--- src/rtl/element_wise_out_data_cvt_cell.sv ---
// Converts an FP32 element-wise result to FP16 or a 2^accrc-scaled saturated integer.
// Three-stage pipeline (unpack, align/round, saturate/pack) with valid, clock enable and along-path.
module element_wise_out_data_cvt_cell #(
    parameter bit EN_ROUND                = 1'b1,
    parameter bit FP16_OUT_DATA_SUPPORTED = 1'b1,
    parameter bit INT_OUT_DATA_SUPPORTED  = 1'b1,
    parameter int INFO_ALONG_WIDTH        = 2,
    parameter int SIM_DELAY               = 1
) (
    input  logic                        aclk,
    input  logic                        areset,
    input  logic                        aclken,
    input  logic                        bypass,
    input  logic [1:0]                  out_data_fmt,
    input  logic [2:0]                  integer_type,
    input  logic [5:0]                  fixed_point_quat_accrc,
    input  logic [31:0]                 cvt_cell_i_op_x,
    input  logic [INFO_ALONG_WIDTH-1:0] cvt_cell_i_info_along,
    input  logic                        cvt_cell_i_vld,
    output logic [31:0]                 cvt_cell_o_res,
    output logic [INFO_ALONG_WIDTH-1:0] cvt_cell_o_info_along,
    output logic                        cvt_cell_o_vld
);

    typedef enum logic [1:0] {
        FMT_FP16 = 2'b00, FMT_INT = 2'b01, FMT_NONE = 2'b10, FMT_RSVD = 2'b11
    } fmt_e;

    typedef enum logic [2:0] {
        IT_U8 = 3'b000, IT_S8, IT_U16, IT_S16, IT_U32, IT_S32, IT_R6, IT_R7
    } int_type_e;

    // Register update delay is not modelled in synthesizable logic.
    if (SIM_DELAY < 0) begin : g_sim_delay_unused
    end

    // Stage 1: unpacked operand plus the configuration that travels with it
    logic                        s1_vld, s1_byp, s1_sign, s1_inf, s1_nan;
    fmt_e                        s1_fmt;
    int_type_e                   s1_ityp;
    logic [5:0]                  s1_accrc;
    logic [31:0]                 s1_raw;
    logic [INFO_ALONG_WIDTH-1:0] s1_info;
    logic [7:0]                  s1_exp;
    logic [23:0]                 s1_man;

    // Stage 2: aligned/rounded magnitudes for both output paths
    logic                        s2_vld, s2_byp, s2_sign, s2_inf, s2_nan, s2_huf, s2_sat;
    fmt_e                        s2_fmt;
    int_type_e                   s2_ityp;
    logic [31:0]                 s2_raw;
    logic [INFO_ALONG_WIDTH-1:0] s2_info;
    logic signed [9:0]           s2_hexp;
    logic [9:0]                  s2_hman;
    logic [39:0]                 s2_mag;

    logic [7:0]        in_exp;
    logic [22:0]       in_frac;
    logic signed [9:0] sh, e16;
    logic [9:0]        rsh;
    logic [24:0]       rtmp;
    logic [39:0]       int_mag;
    logic              int_sat;
    logic [10:0]       hround;

    logic        type_ok;
    logic [31:0] lim_p, lim_n, lim, mag_c, int_res, res;
    logic [15:0] half;

    assign in_exp  = cvt_cell_i_op_x[30:23];
    assign in_frac = cvt_cell_i_op_x[22:0];

    // Integer scale exponent: value = man * 2^(exp - 150 + accrc)
    always_comb begin
        sh      = $signed({2'b00, s1_exp}) + $signed({4'b0000, s1_accrc}) - 10'sd150;
        rsh     = -sh;
        rtmp    = {s1_man, 1'b0} >> rsh[4:0];
        int_mag = '0;
        if (sh >= 0)
            int_mag = {16'h0000, s1_man} << sh[4:0];
        else if (rsh < 10'd25)
            int_mag = {16'h0000, rtmp[24:1]} + {39'b0, EN_ROUND & rtmp[0]};
        int_sat = s1_inf || (sh > 10'sd16);
        e16     = $signed({2'b00, s1_exp}) - 10'sd112;
        hround  = {1'b0, s1_man[22:13]} + {10'b0, EN_ROUND & s1_man[12]};
    end

    always_comb begin
        type_ok = 1'b1;
        lim_p   = '0;
        lim_n   = '0;
        case (s2_ityp)
            IT_U8:   lim_p = 32'd255;
            IT_S8:   begin lim_p = 32'd127;        lim_n = 32'd128;        end
            IT_U16:  lim_p = 32'd65535;
            IT_S16:  begin lim_p = 32'd32767;      lim_n = 32'd32768;      end
            IT_U32:  lim_p = 32'hFFFF_FFFF;
            IT_S32:  begin lim_p = 32'h7FFF_FFFF;  lim_n = 32'h8000_0000;  end
            default: type_ok = 1'b0;
        endcase
        // Unsigned types have lim_n = 0, so any negative input clamps to zero
        lim     = s2_sign ? lim_n : lim_p;
        mag_c   = (s2_sat || (s2_mag > {8'h00, lim})) ? lim : s2_mag[31:0];
        int_res = '0;
        if (type_ok && !s2_nan)
            int_res = s2_sign ? ('0 - mag_c) : mag_c;

        if (s2_nan)
            half = 16'h7E00;
        else if (s2_inf || (s2_hexp > 10'sd30))
            half = {s2_sign, 15'h7C00};
        else if (s2_huf)
            half = {s2_sign, 15'h0000};
        else
            half = {s2_sign, s2_hexp[4:0], s2_hman};

        res = '0;
        if (s2_byp)
            res = s2_raw;
        else if (s2_fmt == FMT_FP16 && FP16_OUT_DATA_SUPPORTED)
            res = {16'h0000, half};
        else if (s2_fmt == FMT_INT && INT_OUT_DATA_SUPPORTED)
            res = int_res;
    end

    always_ff @(posedge aclk or posedge areset) begin
        if (areset) begin
            s1_vld <= 1'b0; s1_byp <= 1'b0; s1_sign <= 1'b0; s1_inf <= 1'b0; s1_nan <= 1'b0;
            s1_fmt <= FMT_FP16; s1_ityp <= IT_U8; s1_accrc <= '0; s1_raw <= '0;
            s1_info <= '0; s1_exp <= '0; s1_man <= '0;
            s2_vld <= 1'b0; s2_byp <= 1'b0; s2_sign <= 1'b0; s2_inf <= 1'b0; s2_nan <= 1'b0;
            s2_huf <= 1'b0; s2_sat <= 1'b0; s2_fmt <= FMT_FP16; s2_ityp <= IT_U8;
            s2_raw <= '0; s2_info <= '0; s2_hexp <= '0; s2_hman <= '0; s2_mag <= '0;
            cvt_cell_o_vld <= 1'b0; cvt_cell_o_res <= '0; cvt_cell_o_info_along <= '0;
        end else if (aclken) begin
            s1_vld <= cvt_cell_i_vld;
            if (cvt_cell_i_vld) begin
                s1_byp   <= bypass;
                s1_fmt   <= fmt_e'(out_data_fmt);
                s1_ityp  <= int_type_e'(integer_type);
                s1_accrc <= fixed_point_quat_accrc;
                s1_raw   <= cvt_cell_i_op_x;
                s1_info  <= cvt_cell_i_info_along;
                s1_sign  <= cvt_cell_i_op_x[31];
                s1_exp   <= in_exp;
                s1_man   <= (in_exp == '0) ? '0 : {1'b1, in_frac};
                s1_inf   <= (in_exp == '1) && (in_frac == '0);
                s1_nan   <= (in_exp == '1) && (in_frac != '0);
            end

            s2_vld <= s1_vld;
            if (s1_vld) begin
                s2_byp  <= s1_byp;
                s2_fmt  <= s1_fmt;
                s2_ityp <= s1_ityp;
                s2_raw  <= s1_raw;
                s2_info <= s1_info;
                s2_sign <= s1_sign;
                s2_inf  <= s1_inf;
                s2_nan  <= s1_nan;
                s2_hexp <= e16 + $signed({9'b0, hround[10]});
                s2_hman <= hround[9:0];
                s2_huf  <= e16 < 10'sd1;
                s2_mag  <= int_mag;
                s2_sat  <= int_sat;
            end

            cvt_cell_o_vld <= s2_vld;
            if (s2_vld) begin
                cvt_cell_o_res        <= res;
                cvt_cell_o_info_along <= s2_info;
            end
        end
    end

endmodule

--- config.mk ---
export PLATFORM = sky130hd
export DESIGN_NAME = element_wise_out_data_cvt_cell
export DESIGN_NICKNAME = d
export VERILOG_FILES = /design/src/rtl/element_wise_out_data_cvt_cell.sv
export SDC_FILE = /design/constraint.sdc
export NUM_CORES = 1
export LEC_CHECK = 0
export BUFFER_PORTS_ARGS = -buffer_cell sky130_fd_sc_hd__buf_4
export CAP_MARGIN = 20
export CORE_MARGIN = 1
export CORE_UTILIZATION = 49
export CTS_CLUSTER_DIAMETER = 80
export CTS_CLUSTER_SIZE = 14
export DETAILED_ROUTE_END_ITERATION = 8
export HOLD_SLACK_MARGIN = 0.12
export PLACE_DENSITY = 0.66
export SKIP_CTS_REPAIR_TIMING = 1
export SYNTH_ARGS = -nofsm -noshare
export SYNTH_HDL_FRONTEND = slang
export SYNTH_SLANG_ARGS = --single-unit
--- constraint.sdc ---
create_clock -name aclk -period 14.3 [get_ports aclk]
set_input_delay 3.575 -clock aclk [delete_from_list [all_inputs] [get_ports aclk]]
set_output_delay 3.575 -clock aclk [all_outputs]
set_load 0.02 [all_outputs]
=== After elaboration in Yosys (flattened, before gate mapping) ===
Cells that the tools add are included.

* Register bits: 223
* Input bits: 50
* Output and inout port bits: 35
* Word-level logic and storage cells: 84

* Add/subtract/negate cells: 8
* Magnitude comparators: 6
* Equal/unequal tests: 7
* Shifts and indexed selects: 2
* Muxes and demuxes: 16
* Reduce and logical (&&, ||, !) cells: 16

{| class="wikitable"
|+ Operators with widths
! operator !! number
|-
| $mux W32 || 7
|-
| $pmux W32 S6 || 1
|-
| $pmux W32 S3 || 1
|-
| $gt A40 B32 Y1 || 1
|-
| $mux W40 || 1
|-
| $shl A24 B5 Y40 || 1
|-
| $sub A1 B32 Y32 const A || 1
|-
| $mux W15 || 2
|-
| $add A24 B1 Y25 || 1
|-
| $mux W25 || 1
|-
| $shr A25 B5 Y25 || 1
|-
| $mux W24 || 1
|-
| $logic_not A23 Y1 || 1
|-
| $reduce_bool A23 Y1 || 1
|-
| $gt A10 B6 Y1 const B || 2
|-
| $mux W16 || 1
|-
| $add A10 B1 Y11 || 1
|-
| $add A9 B2 Y10 || 1
|-
| $ge A10 B1 Y1 const B || 1
|-
| $lt A10 B5 Y1 const B || 1
|-
| $neg A10 Y10 || 1
|-
| $sub A9 B8 Y10 const B || 1
|-
| $add A8 B6 Y9 || 1
|-
| $lt A9 B2 Y1 const B || 1
|-
| other kinds (15) || 23
|}

=== Depth between registers and ports, before layout ===
* Depth in word-level cells: 12
* Gate-level depth with buffers: 24
* Mapped depth without buffers: 21

=== Least setup slack after synthesis ===
No wires, ideal clock.

* Kind: input to register
* Start: in aclken
* End: reg cvt_cell_o_res[10]
* Library setup time: 0.083 ns
* Arrival: 5.129 ns
* Required time: 14.217 ns
* Path slack: 9.088 ns
* Cell stages on the path: 6
* Buffers on the path: 2
* Cells stage by stage: clkbuf_1 > nand2_1 > nor2_1 > nand2_1 > dlygate4sd3_1 > o22ai_1

* Longest elaborated chain between the ends: 1

{| class="wikitable"
|+ Ends and longest elaborated chain
! element !! RTL line !! RTL
|-
| start: declaration || 12 || <nowiki>input logic aclken,</nowiki>
|-
| $reduce_and A2 Y1 (no line) || - ||
|-
| end signal: assignment || 170 || <nowiki>cvt_cell_o_res <= res;</nowiki>
|-
| end: declaration || 20 || <nowiki>output logic [31:0] cvt_cell_o_res,</nowiki>
|}

Every way passes these cells.
A chain may end at the register's enable or synchronous reset.

==> results_tabular.tex <==
\begin{tabular}{lr}
\hline
Metric & Value \\
\hline
\multicolumn{2}{l}{\textbf{Run status}} \\
Run status & finished clean \\
\multicolumn{2}{l}{\textbf{Place}} \\
Half-perimeter wire length of the detailed placement result & roughly 36 mm \\
Dpl ws & 7.80 ns \\
Placer Congestion & between 0.9 and 1 \\
Cell total after placement & approximately 2200 \\
Area after DPL & about 15000 µm² \\
Port buffer count & 84 \\
\multicolumn{2}{l}{\textbf{Global routing}} \\
Overflow left after global routing & 0 \\
Wire length of the first global-routing pass & 74.8 mm \\
Total global routing track utilization & 0.317 \\
Largest net degree at the start of global routing & around 150 \\
Number of global-route vias before repair & around 13000 \\
Antenna violations before repair & 0 \\
\multicolumn{2}{l}{\textbf{Clock network}} \\
Clock transition at the registers of the reported paths & roughly 0.070 ns \\
TritonCTS clock tree & yes \\
Clk buf depth & 3 \\
CTS sink count & $\sim$210 \\
Count of H-tree levels built during CTS & 1 \\
Inserted Clock Buffers & 20 \\
Root buffer cell & clkbuf\_16 \\
Insertion delay of the later-clocked pin in the worst-skew pair & 0.51 ns \\
\multicolumn{2}{l}{\textbf{Route}} \\
Post-detailed-routing wire length & roughly 49 mm \\
Post-detailed-route count of antenna-violating nets & 0 \\
Final routed wire length divided by cell count & around 22 µm \\
Violation count after the first detailed-route iteration & $\sim$1400 \\
Number of remaining DRC errors & 0 \\
DRT Pass-1 Iters & 5 \\
Average vias per placed instance & just over 6 \\
Vias after detailed routing & 13600 \\
\multicolumn{2}{l}{\textbf{Finish}} \\
Fraction of final layout cells with drive strength greater than 1 & 0.112 \\
Post-route cell area & around 16000 µm² \\
Fillers & approximately 2800 \\
Number of diodes & 0 \\
Final net count & about 1900 \\
Layout overhead on the synthesized area & 9.38\% \\
Number of standard cells in the layout, taps in and fillers out & 2201 \\
\multicolumn{2}{l}{\textbf{Pwr}} \\
Leakage power & approximately 0.0072 µW \\
Power density over the cells & 216 nW/µm² \\
Final Total Pwr & between 3000 and 4000 µW \\
Worst IR Drop VDD & 0.0000907 V \\
\multicolumn{2}{l}{\textbf{STA}} \\
Transition time of the tightest slew-check pin & between 0.9 and 1 ns \\
Slew Viols, Final & 0 \\
Max-slew headroom at the worst pin & 0.352 \\
Final worst slack & 7.67 ns \\
RSZ-0062 raised after global routing & no \\
Maximum frequency from static timing analysis & 0.151 GHz \\
Final setup violation count & 0 \\
Fin Setup TNS & 0 ns \\
Post-route fraction of the period consumed by the critical path & 0.464 \\
Final Hold Vio Count & 0 \\
Tmin final & roughly 6.6 ns \\
Worst clock skew & 0.0296 ns \\
\multicolumn{2}{l}{\textbf{Synthesis}} \\
Number of instances in the synthesized netlist & $\sim$1800 \\
Synth area leader & dfrtp\_1 \\
Average size of a mapped cell & 8.11 µm² \\
Warning count from the yosys run & 0 \\
Share of Yosys cell area claimed by the top area cell type & 0.364 \\
Number of distinct standard cells referenced by the synthesized netlist & 78 \\
Cell area after synthesis & $\sim$15000 µm² \\
Proportion of register bits with asynchronous set or reset after synthesis & 1.00 \\
Predominant post-synthesis flop cell & dfrtp\_1 \\
Ranking of synthesized cells by area & dfrtp\_1, nand2\_1, o21ai\_0 \\
Number of flip-flops and latches in the synthesized netlist & 213 \\
Seq/Total Area, Yosys & 0.364 \\
Number of enable-type register cells in the synthesized netlist & 0 \\
Synthesized net count & 1912 \\
\multicolumn{2}{l}{\textbf{Floorplanning}} \\
Core footprint & approximately 29000 µm² \\
Die Height & 175 µm \\
Horizontal die dimension & 175 µm \\
Overall die area & roughly 30000 µm² \\
Starting density of the core & 0.504 \\
Standard-cell rows & 62 \\
I/O pin count & 85 \\
\multicolumn{2}{l}{\textbf{Setup path}} \\
Critical path class & reg -> reg \\
Kind of start point of the critical path & register \\
Capturing element type of the critical path & register \\
Required time at the worst-slack endpoint & approximately 15 ns \\
Top fanout value on the critical path & 27 \\
Worst endpoint data arrival time & between 6 and 7 ns \\
\multicolumn{2}{l}{\textbf{Flow run}} \\
Reported max-cap violation count & 0 \\
\multicolumn{2}{l}{\textbf{Min path}} \\
Worst min-delay path class & reg -> reg \\
\hline
\end{tabular}
[state kept, by name, indices dropped and copies added, names as in the netlist, 2 cells and up]
register               count
s1_man                    24
s2_fmt                     2
s1_info                    2
cvt_cell_o_info_along      2
s2_hexp                   10
cvt_cell_o_res            32
s2_mag                    40
s1_fmt                     2
s1_ityp                    3
s2_ityp                    3
s2_raw                    31
s1_accrc                   6
s2_info                    2
s1_raw                    31
s2_hman                   10
[worst paths after layout]
check | slack, ns | cells after the start | end | from
hold / removal | 0.47 | 2 | s2_info[1]$_DFFE_PP0P_ | s1_info[1]$_DFFE_PP0P_
setup reg to reg | 7.67 | 20 | s2_mag[23]$_DFFE_PP0P_ | s1_raw[24]$_DFFE_PP0P_
min in group asynchronous | 3.04 | 2 | s2_raw[21]$_DFFE_PP0P_ | areset
max in group asynchronous | 9.53 | 4 | s2_hman[1]$_DFFE_PP0P_ | areset
hold reg to reg | 0.47 | 2 | s2_info[1]$_DFFE_PP0P_ | s1_info[1]$_DFFE_PP0P_
setup / recovery | 7.67 | 20 | s2_mag[23]$_DFFE_PP0P_ | s1_raw[24]$_DFFE_PP0P_
[per-layer routing]
metal,share of wire,global-route usage,wire (µm),vias up
li1,-,-,-,6381
met1,0.46,0.477,22600,6560
met2,0.43,0.472,21100,572
met3,0.069,0.0379,3350,111
met4,0.033,0.0996,1600,0
met5,0,0,0,-
[stage by stage]
step | hold slack (ns) | util
detailed placement | 0.453 | 0.531
global placement | 0.446 | 0.531
floorplan | 0.439 | -
global route | 0.500 | 0.552
finish | 0.466 | 0.552
CTS | 0.469 | 0.550
[placed cells by master, fill, tap and decap left out, types with 18 or more instances in the layout]
cell	instances
xnor2_1	37
a21oi_1	105
mux4_2	30
o21ai_0	183
ha_1	55
nand3_1	57
o22ai_1	18
dfrtp_1	213
nor4_1	21
buf_4	107
clkbuf_16	20
inv_1	38
nor2_1	111
nor3_1	25
nand2_1	462
xor2_1	24
mux2i_1	45
[cell type report]
type,count,area [µm²],area share
multi-input combinational,1429,8620,0.539
timing repair buffer,109,858,0.0536
tap,384,480,0.0300
inverter,41,161,0.0101
clock buffer,21,504,0.0315
sequential,213,5330,0.333
clock inverter,4,50.0,0.00313
[logic make-up (layout without fill, tap and decap cells)]
| family | Yosys count | after routing | synth area share |
|---|---|---|---|
| simple gates | 779 | 779 | 0.232 |
| compound gates | 442 | 442 | 0.181 |
| flops | 213 | 213 | 0.364 |
| buf+inv | 163 | 175 | 0.0488 |
| mux | 88 | 88 | 0.0870 |
| xor+xnor | 63 | 63 | 0.0377 |
| fa+ha+maj | 57 | 57 | 0.0493 |
[synthesized netlist by cell type, types with 30 or more instances]
cell type and instances:
dfrtp_1 213, nand2_1 464, inv_1 39, mux2i_1 45, nand3_1 57, o21ai_0 183, a21oi_1 105, clkbuf_1 85
ha_1 56, mux4_2 30, xnor2_1 37, nor2_1 112
[power breakdown]
group | leakage, µW | switching [µW] | internal, µW
Combinational | 0.00428 | 1300 | 728
Clock | 0.000270 | 232 | 255
Sequential | 0.00269 | 195 | 741
Total | 0.00724 | 1730 | 1720
[critical path, cell delays in order, from the launching register on]
cell and delay [ns]:
dfrtp_1 0.42, inv_1 0.10, ha_1 0.28, inv_1 0.04, ha_1 0.23, fa_1 0.49
buf_4 0.29, clkinv_1 0.72, and3_1 0.43, nor3_1 0.74, nor2_1 0.43, nand2_1 0.13
o21ai_0 0.09, a21oi_1 0.19, ha_1 0.22, o2111ai_1 0.16, nor4_1 0.63, nand4_1 0.32
nor3_1 0.30, xnor2_1 0.16, o221ai_1 0.12
(Power assumes the default switching activity.)
